<file path="src/rtl/imm_gen_pipe.sv">
// Elastic-pipelined RV32I/RV64I immediate generator: decodes and sign-extends the
// immediate of each accepted instruction into a 2-entry output FIFO, counting illegal opcodes.
module imm_gen_pipe #(
    parameter int XLEN  = 64,
    parameter int CNT_W = 16
) (
    input  logic             clk,
    input  logic             reset,
    input  logic             in_valid,
    output logic             in_ready,
    input  logic [31:0]      instruction,
    output logic             out_valid,
    input  logic             out_ready,
    output logic [XLEN-1:0]  imm,
    output logic [2:0]       fmt,
    output logic             illegal,
    output logic [CNT_W-1:0] illegal_cnt
);

    localparam logic [2:0] FMT_NONE  = 3'd0;
    localparam logic [2:0] FMT_I     = 3'd1;
    localparam logic [2:0] FMT_S     = 3'd2;
    localparam logic [2:0] FMT_B     = 3'd3;
    localparam logic [2:0] FMT_U     = 3'd4;
    localparam logic [2:0] FMT_J     = 3'd5;
    localparam logic [2:0] FMT_SHAMT = 3'd6;

    localparam logic [6:0] OP_LOAD     = 7'b0000011;
    localparam logic [6:0] OP_JALR     = 7'b1100111;
    localparam logic [6:0] OP_IMM      = 7'b0010011;
    localparam logic [6:0] OP_IMM_32   = 7'b0011011;
    localparam logic [6:0] OP_STORE    = 7'b0100011;
    localparam logic [6:0] OP_BRANCH   = 7'b1100011;
    localparam logic [6:0] OP_LUI      = 7'b0110111;
    localparam logic [6:0] OP_AUIPC    = 7'b0010111;
    localparam logic [6:0] OP_JAL      = 7'b1101111;

    // One FIFO entry: {illegal, fmt, imm}
    localparam int E = XLEN + 4;

    logic [6:0]      w_opcode;
    logic [2:0]      w_funct3;
    logic            w_is_shift;
    logic [2:0]      w_fmt;
    logic [31:0]     w_imm32;
    logic [XLEN-1:0] w_imm;
    logic            w_illegal;
    logic [E-1:0]    w_new_entry;

    logic [1:0]       r_cnt;
    logic [CNT_W-1:0] r_illegal_cnt;
    logic             w_push;
    logic             w_pop;

    logic [1:0]          w_load;
    logic [1:0][E-1:0]   w_data;
    logic [1:0][E-1:0]   w_slot_q;

    assign w_opcode   = instruction[6:0];
    assign w_funct3   = instruction[14:12];
    assign w_is_shift = (w_funct3 == 3'b001) || (w_funct3 == 3'b101);

    always_comb begin
        w_fmt = FMT_NONE;
        case (w_opcode)
            OP_LOAD, OP_JALR: w_fmt = FMT_I;
            OP_IMM:           w_fmt = w_is_shift ? FMT_SHAMT : FMT_I;
            OP_IMM_32: begin
                if (XLEN == 64) begin
                    w_fmt = w_is_shift ? FMT_SHAMT : FMT_I;
                end
            end
            OP_STORE:         w_fmt = FMT_S;
            OP_BRANCH:        w_fmt = FMT_B;
            OP_LUI, OP_AUIPC: w_fmt = FMT_U;
            OP_JAL:           w_fmt = FMT_J;
            default:          w_fmt = FMT_NONE;
        endcase
    end

    // Build a 32-bit immediate first; every format (incl. zero-extended shamt) then
    // widens to XLEN by plain sign extension since shamt keeps bit 31 clear.
    always_comb begin
        w_imm32 = 32'd0;
        case (w_fmt)
            FMT_I: w_imm32 = {{20{instruction[31]}}, instruction[31:20]};
            FMT_S: w_imm32 = {{20{instruction[31]}}, instruction[31:25], instruction[11:7]};
            FMT_B: w_imm32 = {{19{instruction[31]}}, instruction[31], instruction[7],
                              instruction[30:25], instruction[11:8], 1'b0};
            FMT_U: w_imm32 = {instruction[31:12], 12'd0};
            FMT_J: w_imm32 = {{11{instruction[31]}}, instruction[31], instruction[19:12],
                              instruction[20], instruction[30:21], 1'b0};
            FMT_SHAMT: begin
                if (XLEN == 64 && w_opcode == OP_IMM) begin
                    w_imm32 = {26'd0, instruction[25:20]};
                end else begin
                    w_imm32 = {27'd0, instruction[24:20]};
                end
            end
            default: w_imm32 = 32'd0;
        endcase
    end

    assign w_imm       = XLEN'($signed(w_imm32));
    assign w_illegal   = (w_fmt == FMT_NONE);
    assign w_new_entry = {w_illegal, w_fmt, w_imm};

    assign in_ready  = (r_cnt != 2'd2);
    assign out_valid = (r_cnt != 2'd0);
    assign w_push    = in_valid && in_ready;
    assign w_pop     = out_valid && out_ready;

    // Slot 0 is always the head; slot 1 shifts down when the head leaves a full buffer.
    assign w_load[0] = (w_push && (r_cnt == 2'd0 || (r_cnt == 2'd1 && w_pop)))
                     || (w_pop && r_cnt == 2'd2);
    assign w_load[1] = w_push && (r_cnt == 2'd1) && !w_pop;
    assign w_data[0] = (r_cnt == 2'd2) ? w_slot_q[1] : w_new_entry;
    assign w_data[1] = w_new_entry;

    generate
        for (genvar gi = 0; gi < 2; gi++) begin : g_slot
            logic [E-1:0] r_slot;
            always_ff @(posedge clk) begin
                if (reset) begin
                    r_slot <= '0;
                end else if (w_load[gi]) begin
                    r_slot <= w_data[gi];
                end
            end
            assign w_slot_q[gi] = r_slot;
        end
    endgenerate

    always_ff @(posedge clk) begin
        if (reset) begin
            r_cnt <= 2'd0;
        end else begin
            case ({w_push, w_pop})
                2'b10:   r_cnt <= r_cnt + 2'd1;
                2'b01:   r_cnt <= r_cnt - 2'd1;
                default: r_cnt <= r_cnt;
            endcase
        end
    end

    always_ff @(posedge clk) begin
        if (reset) begin
            r_illegal_cnt <= '0;
        end else if (w_push && w_illegal && (r_illegal_cnt != {CNT_W{1'b1}})) begin
            r_illegal_cnt <= r_illegal_cnt + CNT_W'(1);
        end
    end

    assign imm         = w_slot_q[0][XLEN-1:0];
    assign fmt         = w_slot_q[0][XLEN+2:XLEN];
    assign illegal     = w_slot_q[0][XLEN+3];
    assign illegal_cnt = r_illegal_cnt;

endmodule

</file>
<file path="config.mk">
export PLATFORM = sky130hd
export DESIGN_NAME = imm_gen_pipe
export DESIGN_NICKNAME = d
export VERILOG_FILES = /design/src/rtl/imm_gen_pipe.sv
export SDC_FILE = /design/constraint.sdc
export NUM_CORES = 1
export LEC_CHECK = 0
export BUFFER_PORTS_ARGS = -buffer_cell sky130_fd_sc_hd__clkbuf_2
export CAP_MARGIN = 20
export CORE_MARGIN = 2
export CORE_UTILIZATION = 55
export CTS_CLUSTER_DIAMETER = 50
export DETAILED_ROUTE_END_ITERATION = 16
export GPL_TIMING_DRIVEN = 0
export MAX_ROUTING_LAYER = met4
export PLACE_DENSITY = 0.83
export SLEW_MARGIN = 40
export SYNTH_ARGS = -nofsm -noshare
export SYNTH_HDL_FRONTEND = slang
export SYNTH_SLANG_ARGS = --single-unit
</file>
<file path="constraint.sdc">
create_clock -name clk -period 4 [get_ports clk]
set_input_delay 0.6 -clock clk [delete_from_list [all_inputs] [get_ports clk]]
set_output_delay 0.6 -clock clk [all_outputs]
set_load 0.005 [all_outputs]
</file>
# Word level (Yosys, flattened, before mapping)
# Cells that the tools add are included.
[classes]
n_addsub = 3
eq_ne = 23
muxes = 6
n_reduce_logical = 20
[op_table]
columns = ["operator", "n"]
rows = [
  ["one-hot mux 32 bit (6 select lines)", 1],
  ["two-way mux 68 bit", 1],
  ["== test 7 x 5 -> 1 bit, second input constant", 3],
  ["== test 7 bit, second input constant", 3],
  ["one-hot mux 3 bit (6 select lines)", 1],
  ["adder 16 x 1 -> 16 bit, second input constant", 1],
  ["!= test 16 bit, second input constant", 1],
  ["== test 7 x 6 -> 1 bit, second input constant", 2],
  ["== test 3 bit, second input constant", 4],
  ["logical AND 1 bit", 9],
  ["== test 7 x 2 -> 1 bit, second input constant", 1],
  ["== test 3 x 1 -> 1 bit, second input constant", 2],
  ["== test 3 x 2 -> 1 bit, second input constant", 2],
  ["two-way mux 6 bit", 1],
  ["OR reduction 2 bit", 3],
  ["== test 2 x 1 -> 1 bit, second input constant", 2],
  ["== test 2 bit, second input constant", 2],
  ["one-hot mux 2 bit (2 select lines)", 1],
  ["nonzero test 2 bit", 2],
  ["logical NOT 3 bit", 1],
  ["logical OR 1 bit", 3],
  ["two-way mux 3 bit", 1],
  ["adder 2 x 1 -> 2 bit, second input constant", 1],
  ["logical NOT 2 bit", 1],
  ["other kinds (3)", 3],
]
[totals]
ff_bits = 154
inputBits = 36
output_inout_bits = 86
elab_cells = 56

# Depth between registers and ports, before layout
[logic_depth]
word_depth = 7
depth_mapped = 9
mapped_depth_nobuf = 9

# Worst setup path after synthesis
# Ideal clock, no wire load.
[synth_path]
kind = "input to register"
from = "input instruction[2]"
to = "register r_illegal_cnt[9], in the netlist illegal_cnt[9]"
setup_time_ns = 0.123
arrival_time_ns = 2.272
path_slack_ns = 1.605
cell_stages = 8
cell_sequence = "buf_6 or3_4 a2111oi_4 or3_1 buf_2 nor3_1 nand3_1 mux2_1"
[synth_via]
elab_chain_len = 6
word_cells_on_any_way = 16
[synth_rtl]
columns = ["element", "line_no", "text"]
rows = [
  ["start: declaration", "11", "input logic [31:0] instruction,"],
  ["== test 7 x 6 -> 1 bit, or another cell as far along", "65", "case (w_opcode)"],
  ["OR reduction 2 bit, on equally long branches", "-", ""],
  ["one-hot mux 3 bit (6 select lines) *", "65", ""],
  ["logical NOT 3 bit *", "105", "assign w_illegal = (w_fmt == FMT_NONE);"],
  ["logical AND 1 bit * (2 in series)", "149", "end else if (w_push && w_illegal && (r_illegal_cnt != {CNT_W{1'b1}})) begin"],
  ["end signal: assignment", "150", "r_illegal_cnt <= r_illegal_cnt + CNT_W'(1);"],
  ["end: declaration", "51", "logic [CNT_W-1:0] r_illegal_cnt;"],
]
# Mark *: on every way between the ends. The rest lies on a longest branch, timed or not.
# A chain may end at the register's enable or synchronous reset.

# Worst setup path after layout
[layout_path]
from = "register r_cnt[0]"
to = "register g_slot[0].r_slot[11]"
[layout_via]
elab_chain_len = 6
word_cells_on_any_way = 13
[layout_rtl]
columns = ["element", "line_no", "text"]
rows = [
  ["start: declaration", "50", "logic [1:0] r_cnt;"],
  ["start signal: assignment", "139", "2'b10: r_cnt <= r_cnt + 2'd1;"],
  ["start signal: assignment", "140", "2'b01: r_cnt <= r_cnt - 2'd1;"],
  ["start signal: assignment", "141", "default: r_cnt <= r_cnt;"],
  ["nonzero test 2 bit", "109", "assign out_valid = (r_cnt != 2'd0);"],
  ["logical AND 1 bit", "111", "assign w_pop = out_valid && out_ready;"],
  ["logical AND 1 bit", "114", "assign w_load[0] = (w_push && (r_cnt == 2'd0 || (r_cnt == 2'd1 && w_pop)))"],
  ["logical OR 1 bit", "114", ""],
  ["logical AND 1 bit", "114", ""],
  ["logical OR 1 bit", "115", "|| (w_pop && r_cnt == 2'd2);"],
  ["end signal: assignment", "127", "r_slot <= w_data[gi];"],
  ["end: declaration", "122", "logic [E-1:0] r_slot;"],
]
# Several ways; a longest one is shown, not always the timed one.

==> impl_metrics.json <==
{
  "status": "complete, no violations",
  "synthAdderAreaFrac": 0.0138,
  "mostFrequentLayoutCell": "clkbuf_2",
  "async_reset_ff_frac": 0,
  "crit_cells": 9,
  "switching_share": 0.393,
  "cts_tree": "done",
  "critPathMostFrequentCell": "clkbuf_1",
  "hold_path.startpoint": "g_slot[1].r_slot[63]",
  "fin_crit_sh": 0.717,
  "die_y_um": 94.8,
  "postCtsSetupRepairBufs": 0,
  "cts_made_buffers": 9,
  "postCtsHoldBufs": 0,
  "clkSinkCount": 90,
  "synth_top_area_frac": 0.397,
  "grt_pass1_vias": 4116,
  "place_congestion": 0.952,
  "grt_setup_unrepaired": "no",
  "fin_setup_tns_ns": 0,
  "grt_pass1_wl_um": 19700,
  "fin_skew_ns": 0.00951,
  "min-delay-path-class": "register to register",
  "comb_power_share": 0.436,
  "postSynthAreaPerCell_um2": 8.43,
  "synth-xor-area-share": 0.0309,
  "die_area_mm2": 0.00898,
  "setup_violations": 0,
  "grt_usage": 0.286,
  "yosysSeqAreaShare": 0.397,
  "p_leak_uw": 0.00219,
  "fmax_mhz": 349,
  "p_sw_uw": 1320,
  "synthSimpleGateAreaFrac": 0.242,
  "clockPowerShare": 0.202,
  "htree_num_levels": 3,
  "ctsRootBufferMaster": "clkbuf_8",
  "ioPinCount": 122,
  "drive_above_1_share": 0.306,
  "fin_util": 0.678,
  "die_w_um": 94.8,
  "port_buffers": 119,
  "synth_top_area_cell": "dfxtp_1",
  "avgViaCountPerCell": 5.78,
  "core_area_mm2": 0.00809,
  "crit_arrival_ns": 3.17,
  "ys_types": 50,
  "ff2ff_path_depth": 9,
  "synthTopCellsByArea": "dfxtp_1, buf_4, nand2_1, nor2_1, a211oi_1",
  "pwr-share-seq": 0.362,
  "drt_iter0_drc": 352,
  "clk_latency_ns": 0.37,
  "slowest_stage": "clkbuf_1",
  "cp_max_fo": 10,
  "critPathTopFamily": "buffers and inverters",
  "worst_pin_slew_ns": 0.702,
  "cp-end-kind": "register",
  "crit_type": "register to register",
  "wire_per_inst_um": 15.8,
  "yosysWarnings": 0,
  "drc": 0,
  "antenna_found_initial": 0,
  "synthMuxAreaShare": 0.00469,
  "wl_um": 12300,
  "holdPathStages": 2,
  "cp-start-kind": "register",
  "start_util": 0.560,
  "mostFrequentLayoutCells": "clkbuf_2, dfxtp_1, nand2_1",
  "min_to": "g_slot[1].r_slot[63]",
  "p_int_uw": 2040,
  "r2r_start": "r_cnt[0]",
  "cts_buffer_depth": 2,
  "power_per_cell_area_mw_per_mm2": 613,
  "ir_worst_vdd_mv": 0.271,
  "slew_headroom": 0.532,
  "drt_pass1_iterations": 5,
  "num_rows": 33,
  "synthCells": 538,
  "maxCapViolCount": 0,
  "n_antenna_cell": 0,
  "path_cells": "inv_1 -> ha_1 -> clkbuf_1 -> a21oi_1 -> o21ai_0 -> clkbuf_1 -> clkbuf_1 -> o311ai_0 -> a21oi_1",
  "num_vias": 4493,
  "synth_edf_count": 0,
  "grt-ovfl-total": 0,
  "synth-compound-area-share": 0.208,
  "maxSlewViolCount": 0,
  "r2r_slack_ns": 1.13,
  "clk_pin_slew_ns": 0.10,
  "finish.net_count": 709,
  "post_cts_resized": 0,
  "synth.cell_area_mm2": 0.00453,
  "ant_nets": 0,
  "area_delta_synth_final_pct": 21.0,
  "grt_max_degree": 35,
  "synth_top_family_by_area": "simple AND/OR/NAND/NOR gates",
  "synth_ff_type": "dfxtp_1",
  "finalHoldViolations": 0,
  "ys_ff_latch": 90,
  "required_ns": 4.30,
  "slowest_delay_ns": 0.44,
  "timing.rr.end": "g_slot[0].r_slot[11]",
  "synth_fp_nets": 579,
  "path_buf_inv": 4,
  "dp_hpwl_um": 9070,
  "fin_crit_ns": 2.87
}
cells by family (layout without fill, tap and decap cells):
kind of cell,after synthesis,in the layout
AO/OA/AOI/OAI,117,117
XOR/XNOR,16,16
adder cells (fa/ha/maj),5,5
buffers and inverters,82,217
flip-flops,90,90
multiplexers,2,2
AND/OR/NAND/NOR,226,226
final cells by class:
class                           count  area (µm²)
Buffer                             71         424
Fill cell                         705        2610
Timing Repair Buffer              119         596
Clock inverter                      7        95.1
Clock buffer                        9         124
Sequential cell                    90        1800
Inverter                           11        41.3
Tap cell                          105         131
Multi-Input combinational cell    366        2270
flip-flops by register name, summed over array words and instances, names as in the netlist:
register / cells
illegal_cnt: 16
g_slot.r_slot: 72
r_cnt: 2
worst max path at each step:
| stage | slack (ns) | end | start |
|---|---|---|---|
| floorplan | 1.60 | illegal_cnt[9] | instruction[2] |
| global placement | 1.09 | g_slot[0].r_slot[19] | instruction[1] |
| detailed placement | 1.20 | g_slot[0].r_slot[11] | r_cnt[0] |
| CTS | 1.14 | g_slot[0].r_slot[11] | r_cnt[0] |
| global route | 0.91 | g_slot[0].r_slot[11] | r_cnt[0] |
| finish | 1.13 | g_slot[0].r_slot[11] | r_cnt[0] |
power by group through the flow:
stage          logic, µW  clock network, µW  registers, µW
2_1_floorplan        955                  0           1220
3_3_place_gp        1400                  0           1230
3_5_place_dp        1450                  0           1240
4_1_cts             1460                677           1220
5_1_grt             1630                715           1240
6_report            1460                679           1220
worst register-to-register path, delay by kind of cell, from the launching register on:
| kind | cells | cell delay (ns) |
|---|---|---|
| buffers and inverters | 4 | 1.34 |
| AO/OA/AOI/OAI | 4 | 0.95 |
| adder cells (fa/ha/maj) | 1 | 0.17 |
| flip-flops | 1 | 0.35 |
metal layers:
layer	wire length [µm]	track usage
met5	0	-
met4	281	0.0930
met3	978	0.0527
met2	5860	0.471
met1	5180	0.354
Yosys cell counts (6+ instances only):
master    instances
nor4_1           15
clkbuf_1         28
inv_1            11
a221oi_1         14
a21oi_1          19
nand3_1          21
buf_4            33
a211oi_1         21
a211oi_2         10
nor2_1           63
dfxtp_1          90
o21ai_0          22
a221oi_2         10
xnor2_1          14
nand4_1          10
nand2b_1         11
nand2_1          64
o211ai_1          6
nor3_1           17
per-stage QoR:
stage | cell area [µm²] | hold slack [ns] | total power, µW | instances | setup slack, ns
2_1_floorplan | 4530 | 0.432 | 2180 | 538 | 1.60
4_1_cts | 5490 | 0.459 | 3360 | 778 | 1.14
3_3_place_gp | 5260 | 0.438 | 2630 | 762 | 1.09
5_1_grt | 5490 | 0.475 | 3590 | 778 | 0.910
6_report | 5490 | 0.460 | 3360 | 778 | 1.13
3_5_place_dp | 5270 | 0.446 | 2690 | 762 | 1.20
No activity file was read; power rests on OpenSTA's default activity.
